$ cat src/rtl/avalon_ibex_arbiter.sv
// Two-to-one Avalon-MM arbiter that merges the ibex instruction and data masters onto one fabric port.
// Define AVALON_ARB_RR_EN for round-robin arbitration; the default is fixed priority, with data over instruction.
module avalon_ibex_arbiter #(
  parameter int unsigned MaxOutstanding = 4,
  parameter int unsigned AddrWidth      = 32
) (
  input  logic                 clk_i,
  input  logic                 rst_i,
  input  logic [AddrWidth-1:0] avs_instr_address,
  input  logic                 avs_instr_read,
  output logic [31:0]          avs_instr_readdata,
  output logic                 avs_instr_waitrequest,
  output logic                 avs_instr_readdatavalid,
  input  logic [AddrWidth-1:0] avs_data_address,
  input  logic [3:0]           avs_data_byteenable,
  input  logic                 avs_data_read,
  input  logic                 avs_data_write,
  input  logic [31:0]          avs_data_writedata,
  output logic [31:0]          avs_data_readdata,
  output logic                 avs_data_waitrequest,
  output logic                 avs_data_readdatavalid,
  output logic [1:0]           avs_data_response,
  output logic [AddrWidth-1:0] avm_address,
  output logic [3:0]           avm_byteenable,
  output logic                 avm_read,
  output logic                 avm_write,
  output logic [31:0]          avm_writedata,
  input  logic [31:0]          avm_readdata,
  input  logic                 avm_waitrequest,
  input  logic                 avm_readdatavalid,
  input  logic [1:0]           avm_response,
  output logic                 err_o
);

  localparam int unsigned PtrW = $clog2(MaxOutstanding);
  localparam int unsigned CntW = $clog2(MaxOutstanding + 1);

  typedef enum logic {IDLE, LOCKED} state_e;

  state_e            state_q;
  logic              owner_q;   // 1 = data port
  logic [CntW-1:0]   count_q, count_d;
  logic [PtrW-1:0]   wr_ptr_q, wr_ptr_d, rd_ptr_q, rd_ptr_d;
  logic              err_q, err_d;
  logic              fifo_q [MaxOutstanding];

  logic rd_ok, instr_req, data_req, gnt_valid, gnt_data;
  logic cmd, accept, push, pop, head;

`ifdef AVALON_ARB_RR_EN
  logic prio_q, prio_d;  // 1 = data holds priority
`endif

  // NOTE: every signal assigned in always_comb gets a default first, so no path infers a latch.
  always_comb begin
    rd_ok     = count_q < CntW'(MaxOutstanding);
    instr_req = avs_instr_read & rd_ok;
    data_req  = avs_data_write | (avs_data_read & rd_ok);
    gnt_valid = 1'b0;
    gnt_data  = 1'b0;
    // The grant is held off during reset, so every output shows its reset value while rst_i is high.
    if (!rst_i) begin
      if (state_q == LOCKED) begin
        gnt_valid = 1'b1;
        gnt_data  = owner_q;
      end else begin
`ifdef AVALON_ARB_RR_EN
        if (data_req && instr_req) begin
          gnt_valid = 1'b1;
          gnt_data  = prio_q;
        end else if (data_req) begin
          gnt_valid = 1'b1;
          gnt_data  = 1'b1;
        end else if (instr_req) begin
          gnt_valid = 1'b1;
        end
`else
        if (data_req) begin
          gnt_valid = 1'b1;
          gnt_data  = 1'b1;
        end else if (instr_req) begin
          gnt_valid = 1'b1;
        end
`endif
      end
    end
  end

  assign avm_read       = gnt_valid & (gnt_data ? (avs_data_read & ~avs_data_write) : avs_instr_read);
  assign avm_write      = gnt_valid & gnt_data & avs_data_write;
  assign avm_address    = !gnt_valid ? '0 : (gnt_data ? avs_data_address : avs_instr_address);
  assign avm_byteenable = !gnt_valid ? 4'h0 : (gnt_data ? avs_data_byteenable : 4'hF);
  assign avm_writedata  = (gnt_valid & gnt_data) ? avs_data_writedata : 32'h0;

  assign avs_instr_waitrequest = ~(gnt_valid & ~gnt_data) | avm_waitrequest;
  assign avs_data_waitrequest  = ~(gnt_valid &  gnt_data) | avm_waitrequest;

  assign cmd    = avm_read | avm_write;
  assign accept = cmd & ~avm_waitrequest;
  assign push   = avm_read & ~avm_waitrequest;
  assign pop    = ~rst_i & avm_readdatavalid & (count_q != '0);
  assign head   = fifo_q[rd_ptr_q];

  assign avs_instr_readdatavalid = pop & ~head;
  assign avs_data_readdatavalid  = pop & head;
  assign avs_instr_readdata      = avm_readdata;
  assign avs_data_readdata       = avm_readdata;
  assign avs_data_response       = avm_response;
  assign err_o                   = err_q;

  always_comb begin
    wr_ptr_d = push ? wr_ptr_q + PtrW'(1) : wr_ptr_q;
    rd_ptr_d = pop  ? rd_ptr_q + PtrW'(1) : rd_ptr_q;
    count_d  = count_q;
    if (push && !pop) count_d = count_q + CntW'(1);
    if (pop && !push) count_d = count_q - CntW'(1);
    // A response with nothing outstanding is dropped and flagged until reset.
    err_d    = err_q | (~rst_i & avm_readdatavalid & (count_q == '0));
`ifdef AVALON_ARB_RR_EN
    prio_d   = (accept && (gnt_data == prio_q)) ? ~prio_q : prio_q;
`endif
  end

  // NOTE: sequential state uses non-blocking assignments only, so all registers update together at the edge.
  always_ff @(posedge clk_i) begin
    if (rst_i) begin
      state_q <= IDLE;
      owner_q <= 1'b0;
    end else begin
      case (state_q)
        IDLE: begin
          if (cmd && avm_waitrequest) begin
            state_q <= LOCKED;
            owner_q <= gnt_data;
          end
        end
        LOCKED: begin
          if (accept || !cmd) state_q <= IDLE;
        end
        default: state_q <= IDLE;
      endcase
    end
  end

  always_ff @(posedge clk_i) begin
    if (rst_i) begin
      count_q  <= '0;
      wr_ptr_q <= '0;
      rd_ptr_q <= '0;
      err_q    <= 1'b0;
`ifdef AVALON_ARB_RR_EN
      prio_q   <= 1'b1;
`endif
    end else begin
      count_q  <= count_d;
      wr_ptr_q <= wr_ptr_d;
      rd_ptr_q <= rd_ptr_d;
      err_q    <= err_d;
`ifdef AVALON_ARB_RR_EN
      prio_q   <= prio_d;
`endif
    end
  end

  // NOTE: the source-ID storage has no reset; count_q and the pointers decide which entries are valid.
  always_ff @(posedge clk_i) begin
    if (push) fifo_q[wr_ptr_q] <= gnt_data;
  end

endmodule

$ cat config.mk
export PLATFORM = sky130hd
export DESIGN_NAME = avalon_ibex_arbiter
export DESIGN_NICKNAME = d
export VERILOG_FILES = /design/src/rtl/avalon_ibex_arbiter.sv
export SDC_FILE = /design/constraint.sdc
export NUM_CORES = 1
export LEC_CHECK = 0
export CORE_AREA = 2 2 110 112
export CTS_CLUSTER_SIZE = 16
export DETAILED_ROUTE_END_ITERATION = 8
export DIE_AREA = 0 0 112 114
export PLACE_DENSITY = 0.73
export SLEW_MARGIN = 20
export SYNTH_ARGS = -nofsm -noshare
export SYNTH_HDL_FRONTEND = slang
export SYNTH_SLANG_ARGS = --single-unit
export TNS_END_PERCENT = 1
$ cat constraint.sdc
create_clock -name clk_i -period 3.6 [get_ports clk_i]
set_clock_uncertainty 0.1 [all_clocks]
set_input_delay 0.72 -clock clk_i [delete_from_list [all_inputs] [get_ports clk_i]]
set_output_delay 0.72 -clock clk_i [all_outputs]
set_load 0.1 [all_outputs]
==> tab_implementation.tex, run 1 <==
\begin{tabular}{lr}
\hline
Metric & Value \\
\hline
\multicolumn{2}{l}{\textbf{Pwr}} \\
Peak supply drop & 0.000150 V \\
Static Leak & 0.00173 uW \\
Pwr dens & 335 nW/um2 \\
\multicolumn{2}{l}{\textbf{Timing}} \\
Fin worst setup slack & 0.131 ns \\
Slew Limit Headroom & 0.331 \\
Tmin final & 3.47 ns \\
Final hold violation count & 0 \\
Highest attainable clock frequency & 0.288 GHz \\
Final-layout worst hold slack & 0.378 ns \\
Final number of setup-violating endpoints & 0 \\
Unrepaired setup endpoints after global routing & no \\
Number of slew-limit violations in the final report & 0 \\
Worst Tran Pin Value & 1.00 ns \\
Final Cycle Share & 0.963 \\
\multicolumn{2}{l}{\textbf{Critical path}} \\
Data arrival time at the worst-slack endpoint & 2.65 ns \\
Startpoint type of the worst setup path & input port \\
Peak fanout along the critical path & 46 \\
Largest incremental delay on the critical path & 0.52 ns \\
CP endpoint kind & output pin \\
CP Data Required Time & 2.78 ns \\
Setup slack, reg-to-reg & 0.77 ns \\
Crit Path Category & in2out \\
Critical-path cell with the highest stage delay & sky130\_fd\_sc\_hd\_\_clkdlybuf4s50\_1 \\
List of cells traversed by the critical path & clkdlybuf4s50\_1, nor2\_1, a221o\_1, inv\_2, buf\_6, nand2\_1, a21oi\_1, buf\_12 \\
\multicolumn{2}{l}{\textbf{Route}} \\
Total detailed-routing wirelength & 8390 um \\
Final routed DRC violation total & 0 \\
Routed wire length per instance & 15.0 um \\
Via count & 2317 \\
Detailed router's first-iteration violation count & 160 \\
Number of iterations in the first detailed-routing pass & 4 \\
Via-to-Cell Ratio & 4.14 \\
Detail Route Antenna Nets & 0 \\
\multicolumn{2}{l}{\textbf{Placement}} \\
Port buffer count & 181 \\
Pre-CTS setup slack & -0.0133 ns \\
Dpl hpwl & 7180 um \\
Final weighted congestion in routability-driven placement & 0.805 \\
DP Cell Count & 554 \\
\multicolumn{2}{l}{\textbf{Global routing}} \\
Global-route wire length before repair & 12300 um \\
Global routing usage summed across all routing layers & 0.120 \\
Number of global-route vias before repair & 2270 \\
Total global routing overflow & 0 \\
Antenna violations before repair & 1 \\
Largest net degree at the start of global routing & 47 \\
\multicolumn{2}{l}{\textbf{Synth}} \\
Flops \& latches, synth & 16 \\
Register area share after synthesis & 0.180 \\
Yosys top cell by area & sky130\_fd\_sc\_hd\_\_buf\_4 \\
Synth area leaders & sky130\_fd\_sc\_hd\_\_buf\_4 (25\%), sky130\_fd\_sc\_hd\_\_nand2\_1 (13\%), sky130\_fd\_sc\_hd\_\_dfxtp\_1 (12\%) \\
Main combinational cell family by area after synthesis & simple AND/OR/NAND/NOR gates \\
Post-Synthesis Cell Area & 2000 um2 \\
Synth Area in Adders & 0.0413 \\
Count of warnings emitted by yosys & 0 \\
Number of instances in the synthesized netlist & 301 \\
Number of library cell types mapped by synthesis & 29 \\
Simple logic cell fraction of the synthesized area & 0.325 \\
Syn nets & 448 \\
Fraction of post-synthesis cell area in the top cell type by area & 0.248 \\
Share of the synthesized area in compound gates (AO/OA/AOI/OAI) & 0.113 \\
Synthesized area divided by synthesized cell count & 6.65 um2 \\
Xor and xnor fraction of the mapped netlist area & 0.0175 \\
Multiplexer share of the synthesized area & 0.0269 \\
\multicolumn{2}{l}{\textbf{Clock network}} \\
Post-CTS Hold Fix Bufs & 0 \\
Clk Latency, worst-skew pair & 0.24 ns \\
Clock tree from TritonCTS & yes \\
Clock Path Buffers & 2 \\
Number of resized instances in the post-cts repair step & 0 \\
Clock transition at path regs & 0.05 ns \\
Clock root buffer & sky130\_fd\_sc\_hd\_\_clkbuf\_16 \\
Post CTS Setup Buffer Count & 0 \\
Count of clock tree sinks & 16 \\
Number of H-tree levels & 1 \\
Number of clock buffers inserted by TritonCTS & 3 \\
\multicolumn{2}{l}{\textbf{Die}} \\
DIE WIDTH & 112 um \\
Cell row count & 40 \\
Die outline area & 12800 um2 \\
Placeable Area & 11700 um2 \\
Total I/O pin count & 282 \\
Y dimension of the die & 114 um \\
Initial Util & 0.171 \\
\multicolumn{2}{l}{\textbf{Hold path}} \\
Worst hold-check path type & reg2reg \\
\multicolumn{2}{l}{\textbf{Final layout}} \\
Commonest non-fill, non-tap cells in the layout & sky130\_fd\_sc\_hd\_\_clkdlybuf4s50\_1 (107), sky130\_fd\_sc\_hd\_\_buf\_12 (74), sky130\_fd\_sc\_hd\_\_nand2\_1 (67) \\
Layout Nets & 559 \\
Layout-stage area growth over the synthesis result & 116\% \\
Final cell count without fillers & 559 \\
Leading cell type in the layout, fill and taps excluded & sky130\_fd\_sc\_hd\_\_clkdlybuf4s50\_1 \\
Share of layout cells above drive strength 1 & 0.217 \\
Fill cell count & 1160 \\
\multicolumn{2}{l}{\textbf{Job}} \\
Max capacitance violation total & 0 \\
\multicolumn{2}{l}{\textbf{Run status}} \\
Status & completed \\
\hline
\end{tabular}
==> report_power, final <==
part	internal [uW]	switching (uW)
logic	388	642
clock network	150	67.8
registers	195	6.69
total	733	716
==> synthesized netlist by cell type <==
cell type / count
sky130_fd_sc_hd__inv_1: 8
sky130_fd_sc_hd__o21ai_0: 3
sky130_fd_sc_hd__nor3b_1: 1
sky130_fd_sc_hd__fa_1: 1
sky130_fd_sc_hd__and2_1: 37
sky130_fd_sc_hd__nor3_1: 2
sky130_fd_sc_hd__nand2_1: 67
sky130_fd_sc_hd__o21a_1: 1
sky130_fd_sc_hd__buf_1: 3
sky130_fd_sc_hd__a221o_1: 1
sky130_fd_sc_hd__ha_1: 5
sky130_fd_sc_hd__xnor2_1: 1
sky130_fd_sc_hd__edfxtp_1: 4
sky130_fd_sc_hd__nand2b_1: 4
sky130_fd_sc_hd__a211oi_1: 1
sky130_fd_sc_hd__buf_4: 66
sky130_fd_sc_hd__mux2_1: 1
sky130_fd_sc_hd__nor2_1: 19
sky130_fd_sc_hd__nor2b_1: 3
sky130_fd_sc_hd__mux2i_1: 2
sky130_fd_sc_hd__inv_2: 1
sky130_fd_sc_hd__a21oi_1: 37
sky130_fd_sc_hd__xor2_1: 3
sky130_fd_sc_hd__nor3_4: 1
sky130_fd_sc_hd__or3_1: 3
sky130_fd_sc_hd__dfxtp_1: 12
sky130_fd_sc_hd__mux4_2: 1
sky130_fd_sc_hd__buf_2: 3
sky130_fd_sc_hd__clkbuf_1: 10
==> cell families (layout without fill, tap and decap cells) <==
logic type	count (synthesis)	in the layout
compound gates	43	43
xor+xnor	4	4
fa+ha+maj	6	6
buf+inv	91	201
flops	16	16
mux	4	4
other cells	0	1
simple gates	137	137
==> area by class of cell <==
| cell class | count | area [um2] | share of cell area |
|---|---|---|---|
| well taps | 147 | 184 | 0.0426 |
| clock buffers | 4 | 78.8 | 0.0182 |
| flip-flops and latches | 16 | 360 | 0.0834 |
| multi-input cells | 194 | 1050 | 0.244 |
| inverters | 9 | 33.8 | 0.00782 |
| repair buffers | 188 | 2610 | 0.604 |
| diodes | 1 | 2.50 | 0.000579 |
==> per-layer routing <==
layer,global-route usage,vias up,part of all wire
li1,-,1099,-
met1,0.141,1012,0.38
met2,0.198,190,0.47
met3,0.0510,16,0.12
met4,0.0398,0,0.027
met5,0,-,0
==> critical path, delay by kind of cell <==
kind	cells	cell delay, ns
buffers and inverters	4	1.09
AO/OA/AOI/OAI	2	0.63
AND/OR/NAND/NOR	2	0.16
==> worst paths after layout <==
kind | cells past startpoint | to | start
worst max register to register | 12 | count_q[2] | count_q[2]
worst min-delay path | 2 | err_o | err_o
worst max-delay path | 8 | avm_address[31] | avs_data_write
worst min register to register | 2 | err_o | err_o
==> per-stage QoR <==
stage	setup TNS [ns]	total power, uW	cell area [um2]	util
after floorplan	-9.92	1140	2000	-
after global placement	0	1230	4240	0.362
after detailed placement	-0.0133	1240	4240	0.362
after CTS	0	1460	4320	0.368
after global routing	0	1500	4320	0.369
final	0	1450	4320	0.369
(Power assumes the default switching activity.)
==> run 2, diff against run 1 <==
--- a/config.mk
+++ b/config.mk
@@ -5,13 +5,14 @@
 export SDC_FILE = /design/constraint.sdc
 export NUM_CORES = 1
 export LEC_CHECK = 0
+export ABC_AREA = 0
 export CORE_AREA = 2 2 110 112
 export CTS_CLUSTER_SIZE = 16
 export DETAILED_ROUTE_END_ITERATION = 8
 export DIE_AREA = 0 0 112 114
+export GPL_TIMING_DRIVEN = 0
 export PLACE_DENSITY = 0.73
 export SLEW_MARGIN = 20
 export SYNTH_ARGS = -nofsm -noshare
 export SYNTH_HDL_FRONTEND = slang
 export SYNTH_SLANG_ARGS = --single-unit
-export TNS_END_PERCENT = 1
==> tab_implementation.tex, run 2 (synthesis results as in run 1) <==
\begin{tabular}{lr}
\hline
Metric & Value \\
\hline
\multicolumn{2}{l}{\textbf{Run status}} \\
Status & completed \\
\multicolumn{2}{l}{\textbf{Global routing}} \\
Number of global-route vias before repair & 2749 (+21\%) \\
Global routing usage summed across all routing layers & 0.130 (+0.00957) \\
Largest net degree at the start of global routing & 14 (-70\%) \\
Total global routing overflow & 0 (unchanged) \\
Global-route wire length before repair & 13600 um (+10\%) \\
Antenna violations before repair & 0 (-1) \\
\multicolumn{2}{l}{\textbf{Pwr}} \\
Pwr dens & 360 nW/um2 (+7.5\%) \\
Peak supply drop & 0.000189 V (+26\%) \\
Static Leak & 0.00209 uW (+21\%) \\
\multicolumn{2}{l}{\textbf{Die}} \\
Total I/O pin count & 282 (unchanged) \\
Die outline area & 12800 um2 (unchanged) \\
Initial Util & 0.171 (unchanged) \\
Placeable Area & 11700 um2 (unchanged) \\
Cell row count & 40 (unchanged) \\
Y dimension of the die & 114 um (unchanged) \\
DIE WIDTH & 112 um (unchanged) \\
\multicolumn{2}{l}{\textbf{Critical path}} \\
Peak fanout along the critical path & 10 (-78\%) \\
Number of cells on the worst reg-to-reg path & 12 (unchanged) \\
Startpoint type of the worst setup path & input port \\
CP Data Required Time & 2.78 ns (about the same) \\
Setup slack, reg-to-reg & 0.78 ns (about the same) \\
CP endpoint kind & output pin \\
Crit Path Category & in2out \\
Data arrival time at the worst-slack endpoint & 2.66 ns (about the same) \\
Endpoint of the most critical register-to-register path & count\_q[2] \\
Critical R2R Launch & count\_q[2] \\
\multicolumn{2}{l}{\textbf{Route}} \\
Routed wire length per instance & 13.3 um (-11\%) \\
Via count & 2839 (+23\%) \\
Detailed router's first-iteration violation count & 93 (-42\%) \\
Number of iterations in the first detailed-routing pass & 4 (unchanged) \\
Detail Route Antenna Nets & 0 (unchanged) \\
Total detailed-routing wirelength & 9330 um (+11\%) \\
Via-to-Cell Ratio & 4.06 (-2.2\%) \\
Final routed DRC violation total & 0 (unchanged) \\
\multicolumn{2}{l}{\textbf{Final layout}} \\
Final non-filler cell area & 4780 um2 (+11\%) \\
Share of layout cells above drive strength 1 & 0.353 (+0.136) \\
Leading cell type in the layout, fill and taps excluded & sky130\_fd\_sc\_hd\_\_clkdlybuf4s50\_1 \\
Fill cell count & 1206 (+4.0\%) \\
Layout Nets & 701 (+25\%) \\
Area used by sequential logic in the layout & 360 um2 (unchanged) \\
Footprint of the multi-input gates & 1190 um2 (+13\%) \\
Layout-stage area growth over the synthesis result & 139\% \\
Number of inserted diodes & 0 (-1) \\
Commonest non-fill, non-tap cells in the layout & sky130\_fd\_sc\_hd\_\_clkdlybuf4s50\_1 (173), sky130\_fd\_sc\_hd\_\_buf\_4 (79), sky130\_fd\_sc\_hd\_\_nand2\_1 (67) \\
\multicolumn{2}{l}{\textbf{Placement}} \\
Dpl hpwl & 7940 um (+11\%) \\
Final weighted congestion in routability-driven placement & 0.814 (+1.1\%) \\
Port buffer count & 247 (+36\%) \\
DP Area & 4780 um2 (+13\%) \\
\multicolumn{2}{l}{\textbf{Timing}} \\
Highest attainable clock frequency & 0.287 GHz (-0.37\%) \\
Number of slew-limit violations in the final report & 0 (unchanged) \\
Setup TNS & 0 ns (unchanged) \\
Worst Tran Pin Value & 0.999 ns (-0.00190 ns) \\
Final hold violation count & 0 (unchanged) \\
Final Cycle Share & 0.967 (+0.00357) \\
Tmin final & 3.48 ns (+0.0129 ns) \\
Unrepaired setup endpoints after global routing & no \\
Final number of setup-violating endpoints & 0 (unchanged) \\
Slew Limit Headroom & 0.332 (+0.00127) \\
\multicolumn{2}{l}{\textbf{Job}} \\
Max capacitance violation total & 0 (unchanged) \\
\multicolumn{2}{l}{\textbf{Clock network}} \\
Clock root buffer & sky130\_fd\_sc\_hd\_\_clkbuf\_16 \\
Clock Path Buffers & 2 (unchanged) \\
Clk Latency, worst-skew pair & 0.25 ns (about the same) \\
Clock transition at path regs & 0.05 ns (about the same) \\
Post-CTS Hold Fix Bufs & 0 (unchanged) \\
Number of clock buffers inserted by TritonCTS & 3 (unchanged) \\
Number of H-tree levels & 1 (unchanged) \\
Clock tree from TritonCTS & yes \\
Count of clock tree sinks & 16 (unchanged) \\
\multicolumn{2}{l}{\textbf{Hold path}} \\
Number of cells on the worst hold path & 2 (unchanged) \\
Hold EP & err\_o \\
Worst hold-check path type & reg2reg \\
Worst Hold Launch & err\_o \\
\hline
\end{tabular}
[run 2: per-layer routing]
layer	share of wire	routed length (um)	vias to the layer above	track usage
met3	0.075	704	11	0.0255
li1	-	-	1386	-
met2	0.54	4990	154	0.248
met5	0	0	-	0
met4	0.015	138	0	0.0341
met1	0.37	3490	1288	0.147
[run 2: layout make-up]
| cell class | count | share of cell area |
|---|---|---|
| Buffer | 82 | 0.123 |
| Tap cell | 147 | 0.0384 |
| Sequential cell | 16 | 0.0753 |
| Clock buffer | 3 | 0.0157 |
| Multi-Input combinational cell | 194 | 0.248 |
| Timing Repair Buffer | 248 | 0.491 |
| Inverter | 9 | 0.00758 |
| Clock inverter | 1 | 0.000785 |
[run 2: worst max path at each step]
| stage | start | depth (start not counted) | end | slack [ns] |
|---|---|---|---|---|
| floorplan | avs_data_write | 6 | avm_byteenable[1] | -0.09 |
| global placement | avs_data_write | 8 | avm_address[10] | -1.15 |
| detailed placement | avs_data_write | 8 | avm_address[10] | -1.17 |
| CTS | avs_instr_read | 8 | avm_read | -0.11 |
| global route | avs_data_read | 7 | avm_writedata[17] | 0.002 |
| finish | avs_data_read | 9 | avm_address[22] | 0.12 |
[run 2: what timing repair did]
item / CTS / global route
setup endpoints to repair: 75 / 60
setup buffers: 0 / 1
gates cloned: 0 / 0
pin swaps: 0 / 0
resized for setup: 413 / 47
hold endpoints to repair: 0 / 0
[run 2: worst max-delay path, cell delays in order]
cell and delay, ns:
sky130_fd_sc_hd__clkdlybuf4s50_1 0.51, sky130_fd_sc_hd__nand2b_1 0.07, sky130_fd_sc_hd__a221o_1 0.37, sky130_fd_sc_hd__inv_4 0.13, sky130_fd_sc_hd__buf_6 0.16, sky130_fd_sc_hd__clkbuf_4 0.22, sky130_fd_sc_hd__nand2_1 0.09, sky130_fd_sc_hd__a21oi_2 0.14
sky130_fd_sc_hd__buf_6 0.24
[run 2: where the power goes]
group | leakage (uW) | switching (uW) | internal (uW)
Clock | 0.0000385 | 70.9 | 147
Sequential | 0.000134 | 7.14 | 195
Combinational | 0.00192 | 943 | 361
[run 2: stage by stage]
stage / cells / setup slack, ns / utilization / total power [uW] / hold slack, ns
CTS: 699 / -0.111 / 0.403 / 1720 / 0.439
floorplan: 301 / -0.0865 / - / 1160 / 0.375
finish: 700 / 0.119 / 0.409 / 1720 / 0.434
global route: 700 / 0.00202 / 0.409 / 1780 / 0.449
detailed placement: 695 / -1.17 / 0.409 / 1520 / 0.398
global placement: 695 / -1.15 / 0.409 / 1510 / 0.359
==> run 3, diff against run 2 <==
--- a/config.mk
+++ b/config.mk
@@ -12,6 +12,7 @@
 export DIE_AREA = 0 0 112 114
 export GPL_TIMING_DRIVEN = 0
 export PLACE_DENSITY = 0.73
+export SKIP_CTS_REPAIR_TIMING = 1
 export SLEW_MARGIN = 20
 export SYNTH_ARGS = -nofsm -noshare
 export SYNTH_HDL_FRONTEND = slang
==> constraint.sdc (replaced) <==
create_clock -name clk_i -period 3.4 [get_ports clk_i]
set_clock_uncertainty 0.1 [all_clocks]
set_input_delay 0.68 -clock clk_i [delete_from_list [all_inputs] [get_ports clk_i]]
set_output_delay 0.68 -clock clk_i [all_outputs]
set_load 0.1 [all_outputs]
==> tab_implementation.tex, run 3 (synthesis results as in run 1) <==
\begin{tabular}{lr}
\hline
Metric & Value \\
\hline
\multicolumn{2}{l}{\textbf{Placement}} \\
Dpl hpwl & 7940 um (unchanged) \\
DP Cell Count & 695 (unchanged) \\
Port buffer count & 247 (unchanged) \\
Final weighted congestion in routability-driven placement & 0.814 (unchanged) \\
\multicolumn{2}{l}{\textbf{Timing}} \\
Final number of setup-violating endpoints & 0 (unchanged) \\
Final hold violation count & 0 (unchanged) \\
Number of slew-limit violations in the final report & 0 (unchanged) \\
Highest attainable clock frequency & 0.301 GHz \\
Final Cycle Share & 0.977 \\
Tmin final & 3.32 ns \\
Worst Tran Pin Value & 0.999 ns (+0.000197 ns) \\
Slew Limit Headroom & 0.332 (about the same) \\
\multicolumn{2}{l}{\textbf{Route}} \\
Total length of routed met3 wires & 693 um (-1.6\%) \\
Via count & 2836 (-0.11\%) \\
Via-to-Cell Ratio & 4.03 (-0.53\%) \\
Met1 Wirelength & 3660 um (+4.9\%) \\
Total detailed-routing wirelength & 9470 um (+1.5\%) \\
Detail Route Antenna Nets & 0 (unchanged) \\
Number of iterations in the first detailed-routing pass & 6 (+2) \\
Routed wire length per instance & 13.5 um (+1.1\%) \\
Final routed DRC violation total & 0 (unchanged) \\
Detailed router's first-iteration violation count & 81 (-13\%) \\
DR top layer & met4 \\
Met2 Wirelength & 4990 um (about the same) \\
\multicolumn{2}{l}{\textbf{Pwr}} \\
Peak supply drop & 0.000205 V (+8.2\%) \\
Pwr dens & 380 nW/um2 (+5.3\%) \\
Static Leak & 0.00215 uW (+2.7\%) \\
Overall power consumption & 1840 uW (+6.9\%) \\
\multicolumn{2}{l}{\textbf{Job}} \\
Max capacitance violation total & 0 (unchanged) \\
\multicolumn{2}{l}{\textbf{Global routing}} \\
Total global routing overflow & 0 (unchanged) \\
Largest net degree at the start of global routing & 14 (unchanged) \\
Antenna violations before repair & 0 (unchanged) \\
Global-route wire length before repair & 13500 um (-0.87\%) \\
Number of global-route vias before repair & 2717 (-1.2\%) \\
Global routing usage summed across all routing layers & 0.129 (-0.00102) \\
\multicolumn{2}{l}{\textbf{Die}} \\
Total I/O pin count & 282 (unchanged) \\
DIE WIDTH & 112 um (unchanged) \\
Initial Util & 0.171 (unchanged) \\
Die outline area & 12800 um2 (unchanged) \\
Placeable Area & 11700 um2 (unchanged) \\
Cell row count & 40 (unchanged) \\
Y dimension of the die & 114 um (unchanged) \\
\multicolumn{2}{l}{\textbf{Clock network}} \\
Clock root buffer & sky130\_fd\_sc\_hd\_\_clkbuf\_16 \\
Number of clock buffers inserted by TritonCTS & 3 (unchanged) \\
Clock Path Buffers & 2 (unchanged) \\
Clock transition at path regs & 0.05 ns (about the same) \\
Clock tree from TritonCTS & yes \\
Count of clock tree sinks & 16 (unchanged) \\
Number of H-tree levels & 1 (unchanged) \\
Clk Latency, worst-skew pair & 0.25 ns (about the same) \\
\multicolumn{2}{l}{\textbf{Final layout}} \\
Leading cell type in the layout, fill and taps excluded & sky130\_fd\_sc\_hd\_\_clkdlybuf4s50\_1 \\
Number of inserted diodes & 0 (unchanged) \\
Commonest non-fill, non-tap cells in the layout & sky130\_fd\_sc\_hd\_\_clkdlybuf4s50\_1 (171), sky130\_fd\_sc\_hd\_\_buf\_4 (79), sky130\_fd\_sc\_hd\_\_nand2\_1 (67) \\
Share of layout cells above drive strength 1 & 0.360 (+0.00709) \\
Final cell count without fillers & 703 (+0.43\%) \\
Layout Nets & 704 (+0.43\%) \\
Layout-stage area growth over the synthesis result & 143\% \\
\multicolumn{2}{l}{\textbf{Critical path}} \\
Peak fanout along the critical path & 10 (unchanged) \\
CP endpoint kind & output pin \\
Data arrival time at the worst-slack endpoint & 2.54 ns (-0.12 ns) \\
Startpoint type of the worst setup path & input port \\
CP Data Required Time & 2.62 ns (-0.16 ns) \\
Crit Path Category & in2out \\
\multicolumn{2}{l}{\textbf{Run status}} \\
Status & completed \\
\multicolumn{2}{l}{\textbf{Hold path}} \\
Worst hold-check path type & reg2reg \\
\hline
\end{tabular}
[run 3: final cells by class]
type                    instances  area [um2]
plain buffers                  82         609
clock buffers                   3        75.1
clock inverters                 1        3.75
fillers                      1201        6860
inverters                       9        38.8
multi-input cells             194        1200
flip-flops and latches         16         360
well taps                     147         184
repair buffers                251        2390
[run 3: report_power, final]
group          leakage, uW  switching (uW)  internal (uW)  total [uW]
Combinational      0.00198            1000            396        1400
Sequential        0.000134            7.50            206         213
Clock            0.0000385            74.4            156         230
[run 3: layer usage]
layer  vias to the layer above  global-route usage
li1                       1394                   -
met1                      1292               0.145
met2                       141               0.246
met3                         9              0.0266
met4                         0              0.0341
met5                         -                   0
[run 3: final timing paths]
| kind | start | endpoint | slack, ns | cells past startpoint |
|---|---|---|---|---|
| setup / recovery | rst_i | avm_address[29] | 0.08 | 7 |
| hold / removal | rd_ptr_q[0] | flop | 0.44 | 2 |
| setup reg to reg | state_q | count_q[2] | 0.59 | 12 |
| hold reg to reg | rd_ptr_q[0] | flop | 0.44 | 2 |
[run 3: per-stage QoR]
stage | cell area [um2] | hold WS (ns) | setup TNS, ns | worst slack, ns | utilization
2_1_floorplan | 2130 | 0.375 | -0.826 | -0.207 | -
3_3_place_gp | 4780 | 0.359 | -70.11 | -1.27 | 0.409
3_5_place_dp | 4780 | 0.398 | -71.98 | -1.29 | 0.409
4_1_cts | 4860 | 0.439 | -72.06 | -1.30 | 0.415
5_1_grt | 4860 | 0.449 | -0.0497 | -0.0204 | 0.415
6_report | 4860 | 0.437 | 0 | 0.0782 | 0.415
[run 3: worst max-delay path, cell delays in order]
cell	delay, ns
sky130_fd_sc_hd__clkdlybuf4s50_1	0.59
sky130_fd_sc_hd__a221o_1	0.23
sky130_fd_sc_hd__clkbuf_4	0.26
sky130_fd_sc_hd__buf_2	0.24
sky130_fd_sc_hd__nand2_1	0.11
sky130_fd_sc_hd__a21oi_2	0.14
sky130_fd_sc_hd__buf_4	0.30
